==> config.mk <==
export PLATFORM = sky130hd
export DESIGN_NAME = load_store_unit
export DESIGN_NICKNAME = d
export VERILOG_FILES = /design/src/rtl/load_store_unit.sv
export SDC_FILE = /design/constraint.sdc
export NUM_CORES = 1
export LEC_CHECK = 0
export CORE_MARGIN = 10
export CORE_UTILIZATION = 44
export CTS_CLUSTER_DIAMETER = 80
export CTS_CLUSTER_SIZE = 10
export DETAILED_ROUTE_END_ITERATION = 10
export PLACE_DENSITY = 0.89
export SLEW_MARGIN = 10
export SYNTH_ARGS = -nofsm -noshare
export SYNTH_HDL_FRONTEND = slang
export SYNTH_SLANG_ARGS = --single-unit
export TNS_END_PERCENT = 20
==> constraint.sdc <==
create_clock -name clock -period 2 [get_ports clock]
set_input_delay 0.2 -clock clock [delete_from_list [all_inputs] [get_ports clock]]
set_output_delay 0.2 -clock clock [all_outputs]
set_load 0.02 [all_outputs]
==> src/rtl/load_store_unit.sv <==
// ============================================================================
// Module   : load_store_unit
// Function : Data-memory initiator: byte/half/word loads and stores over a
//            word-only memory, with sign/zero extension and alignment checks.
//            Macro LSU_SUBWORD_STORE_EN enables byte/half read-modify-write.
// Revision : 1.0
// ============================================================================
`default_nettype none

module load_store_unit #(
  parameter int ADDR_W = 7
) (
  input  logic              clock,
  input  logic              reset_n,
  input  logic              req_valid,
  output logic              req_ready,
  input  logic              req_write,
  input  logic [1:0]        req_size,
  input  logic              req_signed,
  input  logic [ADDR_W+1:0] req_addr,
  input  logic [31:0]       req_wdata,
  output logic              resp_valid,
  input  logic              resp_ready,
  output logic [31:0]       resp_rdata,
  output logic              resp_err,
  output logic [ADDR_W-1:0] mem_address,
  output logic              mem_write,
  output logic              mem_read,
  output logic [31:0]       mem_wdata,
  input  logic [31:0]       mem_rdata
);

  typedef enum logic [1:0] {
    S_IDLE = 2'd0,
    S_RD   = 2'd1,
    S_WR   = 2'd2,
    S_RESP = 2'd3
  } state_t;

  state_t            r_state;
  state_t            w_state_nxt;
  logic              r_write;
  logic [1:0]        r_size;
  logic              r_signed;
  logic [1:0]        r_off;
  logic [ADDR_W-1:0] r_waddr;
  logic [15:0]       r_wdata;

  logic              w_accept;
  logic              w_sub_reject;
  logic              w_req_err;
  logic [7:0]        w_byte;
  logic [15:0]       w_half;
  logic [31:0]       w_fmt;
  logic [31:0]       w_merge;

  assign req_ready = (r_state == S_IDLE) && reset_n;
  assign w_accept  = req_valid && req_ready;

`ifdef LSU_SUBWORD_STORE_EN
  assign w_sub_reject = 1'b0;

  always_comb begin
    w_merge = mem_rdata;
    if (r_size == 2'b00)
      w_merge[{r_off, 3'b000} +: 8] = r_wdata[7:0];
    else
      w_merge[{r_off[1], 4'b0000} +: 16] = r_wdata;
  end
`else
  // Sub-word stores are rejected up front, so RD never leads to WR here.
  assign w_sub_reject = req_write && (req_size != 2'b10);
  assign w_merge      = {16'h0000, r_wdata};
`endif

  assign w_req_err = (req_size == 2'b11)
                  || ((req_size == 2'b01) && req_addr[0])
                  || ((req_size == 2'b10) && (req_addr[1:0] != 2'b00))
                  || w_sub_reject;

  always_comb begin
    w_byte = mem_rdata[{r_off, 3'b000} +: 8];
    w_half = mem_rdata[{r_off[1], 4'b0000} +: 16];
    case (r_size)
      2'b00:   w_fmt = {{24{r_signed & w_byte[7]}}, w_byte};
      2'b01:   w_fmt = {{16{r_signed & w_half[15]}}, w_half};
      default: w_fmt = mem_rdata;
    endcase
  end

  always_comb begin
    w_state_nxt = r_state;
    case (r_state)
      S_IDLE: begin
        if (w_accept) begin
          if (w_req_err)                 w_state_nxt = S_RESP;
          else if (!req_write)           w_state_nxt = S_RD;
          else if (req_size == 2'b10)    w_state_nxt = S_WR;
          else                           w_state_nxt = S_RD;
        end
      end
      S_RD:    w_state_nxt = r_write ? S_WR : S_RESP;
      S_WR:    w_state_nxt = S_RESP;
      S_RESP:  if (resp_ready) w_state_nxt = S_IDLE;
      default: w_state_nxt = S_IDLE;
    endcase
  end

  always_ff @(posedge clock) begin
    if (!reset_n) r_state <= S_IDLE;
    else          r_state <= w_state_nxt;
  end

  // All outputs are registered from the next state so strobes line up with it.
  always_ff @(posedge clock) begin
    if (!reset_n) begin
      r_write     <= 1'b0;
      r_size      <= 2'b00;
      r_signed    <= 1'b0;
      r_off       <= 2'b00;
      r_waddr     <= '0;
      r_wdata     <= 16'h0000;
      resp_valid  <= 1'b0;
      resp_rdata  <= 32'h0;
      resp_err    <= 1'b0;
      mem_address <= '0;
      mem_write   <= 1'b0;
      mem_read    <= 1'b0;
      mem_wdata   <= 32'h0;
    end else begin
      if (w_accept) begin
        r_write  <= req_write;
        r_size   <= req_size;
        r_signed <= req_signed;
        r_off    <= req_addr[1:0];
        r_waddr  <= req_addr[ADDR_W+1:2];
        r_wdata  <= req_wdata[15:0];
      end
      mem_read   <= (w_state_nxt == S_RD);
      mem_write  <= (w_state_nxt == S_WR);
      resp_valid <= (w_state_nxt == S_RESP);

      if (w_state_nxt == S_IDLE) mem_address <= '0;
      else if (w_accept)         mem_address <= req_addr[ADDR_W+1:2];
      else                       mem_address <= r_waddr;

      if (w_state_nxt == S_WR)
        mem_wdata <= (r_state == S_IDLE) ? req_wdata : w_merge;
      else
        mem_wdata <= 32'h0;

      if (w_state_nxt == S_RESP) begin
        if (r_state != S_RESP) begin
          resp_err   <= (r_state == S_IDLE);
          resp_rdata <= ((r_state == S_RD) && !r_write) ? w_fmt : 32'h0;
        end
      end else begin
        resp_err   <= 1'b0;
        resp_rdata <= 32'h0;
      end
    end
  end

endmodule

`default_nettype wire
; Yosys cells after proc, flatten, opt, wreduce, memory -nomap -nowiden
; Cells that the tools add are included.
[word_totals]
ff_bits = 106
word_cells = 61
[op_classes]
n_eq_ne = 12
shift = 2
n_mux = 11
bitwise = 3
reduce_logical = 18
[op_table]
columns = cell, n
row1 = 32-bit case mux with 2 select lines, 1
row2 = 32-bit 2-to-1 mux, 1
row3 = 32-bit by 6-bit variable part select with 16-bit output, 1
row4 = 32-bit by 6-bit variable part select with 8-bit output, 1
row5 = 16-bit 2-to-1 mux, 1
row6 = 2-bit == test (second input constant), 6
row7 = 2-bit 2-to-1 mux, 5
row8 = 2-bit by 1-bit == test with 1-bit output (second input constant), 4
row9 = 2-bit case mux with 4 select lines, 1
row10 = 7-bit 2-to-1 mux, 1
row11 = 1-bit logical AND, 6
row12 = 2-bit zero test, 3
row13 = 2-bit != test (second input constant), 2
row14 = 2-bit AND reduction, 2
row15 = 1-bit logical OR, 3
row16 = 3-bit AND reduction, 1
row17 = 1-bit bitwise AND, 2
row18 = 2-bit nonzero test, 1
row19 = 2-bit OR reduction, 1
row20 = 1-bit zero test, 1
row21 = 1-bit 2-to-1 mux, 1
row22 = 1-bit NOT, 1

; Logic depth before layout (Yosys ltp)
[logic_depth]
word_depth = 10
mapped_depth = 8
ltp_nobuf = 5

; Worst setup path before layout
; OpenSTA, ideal clock, no wires.
[synth_timing]
path_type = register to register
from = reg r_off[1]
to = reg resp_rdata[21]
arrival_time_ns = 1.543
required_ns = 1.878
setup_slack_ns = 0.335
path_stages_with_launch = 7
cell_sequence = dfxtp_1 buf_2 mux2i_1 o32ai_2 o2111ai_1 buf_2 a21oi_1
[synth_via]
elab_chain_len = 4
elab_cells_between_ends = 6
classes_between = shift: 2 / mux: 2 / bitwise: 2
[synth_lines]
columns = element, line
row1 = from (decl), 45  ; logic [1:0] r_off;
row2 = from (signal assigned), 135  ; r_off <= req_addr[1:0];
row3 = 32-bit by 6-bit variable part select with 16-bit output or 32-bit by 6-bit variable part select with 8-bit output (tied branches), "83, 82"
row4 = "1-bit bitwise AND, on equally long branches", "86, 85"
row5 = 32-bit case mux with 2 select lines *, 84  ; case (r_size)
row6 = 32-bit 2-to-1 mux *, 155  ; resp_rdata <= ((r_state == S_RD) && !r_write) ? w_fmt : 32'h0;
row7 = to (signal assigned), 155
row8 = to (decl), 24  ; output logic [31:0] resp_rdata,
; Mark *: on every way between the ends. The rest lies on a longest branch, timed or not.
; A chain may end at the register's enable or synchronous reset.

; Final worst setup path
[layout_timing]
from = reg r_size[1]
to = reg resp_rdata[9]
[layout_via]
elab_chain_len = 3
elab_cells_between_ends = 4
classes_between = eq/ne: 1 / mux: 2 / reduce/logical: 1
[layout_lines]
columns = element, line
row1 = from (decl), 43  ; logic [1:0] r_size;
row2 = from (signal assigned), 133  ; r_size <= req_size;
row3 = 2-bit by 1-bit == test with 1-bit output or 2-bit zero test (tied branches), 84
row4 = 32-bit case mux with 2 select lines *, 84
row5 = 32-bit 2-to-1 mux *, 155
; Marks and branches as above.

==> flow_metrics.py <==
metrics = {
    "hold_path": {
        "hp-start": "req_wdata[16]",
        "worstHoldPathCells": 2,
        "hold_path_class": "primary input to flop",
    },
    "placement": {
        "routabilityCongestion": 0.854,
        "dp_cells": 734,
        "preCtsSetupSlack_ps": -62.0,
        "hpwl_um": 9970,
        "port_buffers": 156,
    },
    "timing": {
        "tightest_slew_ps": 826,
        "post-route-min-period_ps": 1900,
        "setup_viol": 0,
        "slew_headroom": 0.445,
        "rsz0062_at_grt": "false",
        "final.setup_skew_ps": 19.3,
        "hold_ws_ps": 390,
        "final_max_slew_viol_count": 0,
        "setup_ws_ps": 103,
        "final_hold_viol_count": 0,
        "fin_crit_sh": 0.948,
        "timing.fmax_ghz": 0.527,
    },
    "power": {
        "p_seq_frac": 0.499,
        "clkPwrFrac": 0.284,
        "power_density_mw_per_mm2": 755,
        "p_leak_nw": 2.33,
        "swShare": 0.286,
        "combPwrFrac": 0.218,
        "p_int_w": 0.00327,
        "peakVddDrop_mv": 0.478,
        "p_switching_w": 0.00131,
    },
    "yosys": {
        "syn_inst": 483,
        "syn_area_mm2": 0.00412,
        "ys_top_cells_by_area": "dfxtp_1 52%, nand2_1 10%, a21oi_1 6.6%, a221o_1 3.9%, nand3_1 3.3%",
        "yosys_warnings": 0,
        "synth_nets": 564,
        "async_flop_share": 0,
        "syn-mean-instance-area_um2": 8.52,
        "ys_seq_area_frac": 0.516,
        "synth_seq_cells": 106,
        "synth.cells.most_frequent": "115 x nand2_1, 106 x dfxtp_1, 54 x a21oi_1",
        "yosysMostFrequentCell": "nand2_1",
        "synth_largest_area_cell": "dfxtp_1",
        "synth_top_flop_cell": "dfxtp_1",
        "synth_top_cell_area_share": 0.516,
        "ys_types": 34,
        "synth_edf_count": 0,
    },
    "route": {
        "dr.pass1.iters": 5,
        "num_vias": 4052,
        "antenna_left": 0,
        "vias_per_cell": 5.40,
        "drc_errors": 0,
        "wl_per_cell_um": 17.4,
        "finalWirelength_um": 13000,
        "drt_iter0_drc": 341,
    },
    "setup_path": {
        "r2r_start": "r_size[1]",
        "cpPeakStageDelay_ps": 400,
        "ff2ff_setup_slack_ps": 100,
        "crit_fanout": 8,
        "cp_data_arrival_time_ps": 2160,
        "cp-start-kind": "flop",
        "crit_path_end_kind": "flop",
        "startpoint": "r_size[1]",
        "reg2reg_depth": 5,
        "worstSetupPathType": "flop to flop",
        "critPathRequiredTime_ps": 2260,
        "critPathSlowestCell": "or3_1",
        "crit_chain": "or3_1 > o32ai_2 > nand2_1 > a221o_1 > a21oi_1",
    },
    "outcome": {
        "status": "finished, final reports clean",
    },
    "clock_tree": {
        "clk_latency_ps": 360,
        "cts_setup_buffers": 0,
        "cts.sinks": 106,
        "cts_buffers": 9,
        "cts.clk_slew.worst_paths_ps": 110,
        "cts.path.max_buffers": 2,
        "cts-root-buf": "clkbuf_8",
        "cts.hold.buffers_added": 0,
        "cts_tree": "yes",
        "cts_max_level": 3,
    },
    "global_routing": {
        "grt_overflow": 0,
        "grt_usage": 0.184,
        "grt_max_degree": 35,
        "antenna_found_initial": 0,
        "grt_pass1_vias": 4097,
        "grt_pass1_wl_um": 20200,
    },
    "finish": {
        "final_layout_size_suffix_gt1_frac": 0.0814,
        "finalNonFillerCells": 750,
        "num_antenna_cells": 0,
        "nFillCells": 735,
        "nets": 715,
        "area_growth_pct": 47.1,
    },
    "floorplan": {
        "die_h_um": 117,
        "die_w_um": 117,
        "core_mm2": 0.00915,
        "start_util": 0.450,
        "rows": 35,
        "pin_count": 157,
        "die_area_mm2": 0.0136,
    },
    "flow_run": {
        "maxCapViolations": 0,
    },
}
==> power by group through the flow <==
stage / Sequential [W] / Combinational [W] / Clock [W]
floorplan: 0.00238 / 0.000465 / 0
global placement: 0.00232 / 0.000959 / 0
detailed placement: 0.00233 / 0.000989 / 0
CTS: 0.00228 / 0.000994 / 0.00133
global route: 0.00229 / 0.00107 / 0.00141
finish: 0.00228 / 0.000995 / 0.00130
==> cell type report <==
class	count	area, um2	share of cell area
multi-input cells	327	1790	0.295
repair buffers	178	1770	0.292
clock buffers	11	131	0.0217
flip-flops and latches	106	2120	0.351
inverters	12	45.0	0.00744
clock inverters	5	62.6	0.0103
well taps	111	139	0.0229
==> flip-flops by register name (all words and copies together), names as in the netlist <==
name,cells
resp_valid,1
resp_err,1
r_size,2
resp_rdata,32
mem_read,1
r_state,2
r_wdata,16
r_waddr,7
r_signed,1
r_off,2
r_write,1
mem_address,7
mem_write,1
mem_wdata,32
==> per-stage QoR <==
step | total power, W | TNS (ps) | area [um2] | utilization
3_3_place_gp | 0.00328 | 0 | 5850 | 0.640
5_1_grt | 0.00478 | 0 | 6050 | 0.662
3_5_place_dp | 0.00332 | -115 | 5850 | 0.640
2_1_floorplan | 0.00284 | 0 | 4120 | -
6_report | 0.00457 | 0 | 6050 | 0.662
4_1_cts | 0.00461 | 0 | 6050 | 0.661
==> repair_timing <==
action | 4_1_cts | 5_1_grt
resized for setup | 1 | 2
setup endpoints to repair | 1 | 3
endpoints found under the hold margin | 0 | 0
==> metal layers <==
layer	global-route usage	vias to the layer above	part of all wire
met5	0	-	0
met4	0.0511	0	0.0098
met3	0.0668	15	0.10
met2	0.316	203	0.50
met1	0.209	1894	0.39
li1	-	1940	-
==> cell families (layout without fill, tap and decap cells) <==
kind of cell / Yosys count / after routing / synth area share
multiplexers: 9 / 9 / 0.0219
AO/OA/AOI/OAI: 118 / 118 / 0.189
buffers and inverters: 50 / 206 / 0.0508
AND/OR/NAND/NOR: 200 / 200 / 0.223
flip-flops: 106 / 106 / 0.516
==> worst max-delay path: cells and delay by family, from the launching register on <==
| kind | cells | cell delay [ps] |
|---|---|---|
| flip-flops | 1 | 390 |
| AO/OA/AOI/OAI | 3 | 770 |
| AND/OR/NAND/NOR | 2 | 650 |
==> placed cells by master, fill, tap and decap left out, types with 2 or more instances in the layout <==
cell type	count
clkbuf_8	9
a221o_1	16
o21ai_0	12
nand2b_1	3
and2_1	20
clkbuf_1	2
inv_1	11
nand3_1	27
buf_12	3
buf_4	19
a22oi_1	17
nor2b_1	9
clkinvlp_4	2
o211ai_1	2
clkdlybuf4s50_1	155
dfxtp_1	105
mux2i_1	9
nor3_1	2
nand2_1	115
a21oi_2	9
nor2_1	10
o21ai_1	3
nor3b_1	8
a21oi_1	54
==> worst paths after layout <==
check | end
max reg2reg | resp_rdata[9]
min | mem_wdata[16]
min reg2reg | r_wdata[8]
max | resp_rdata[9]
(Power assumes the default switching activity.)
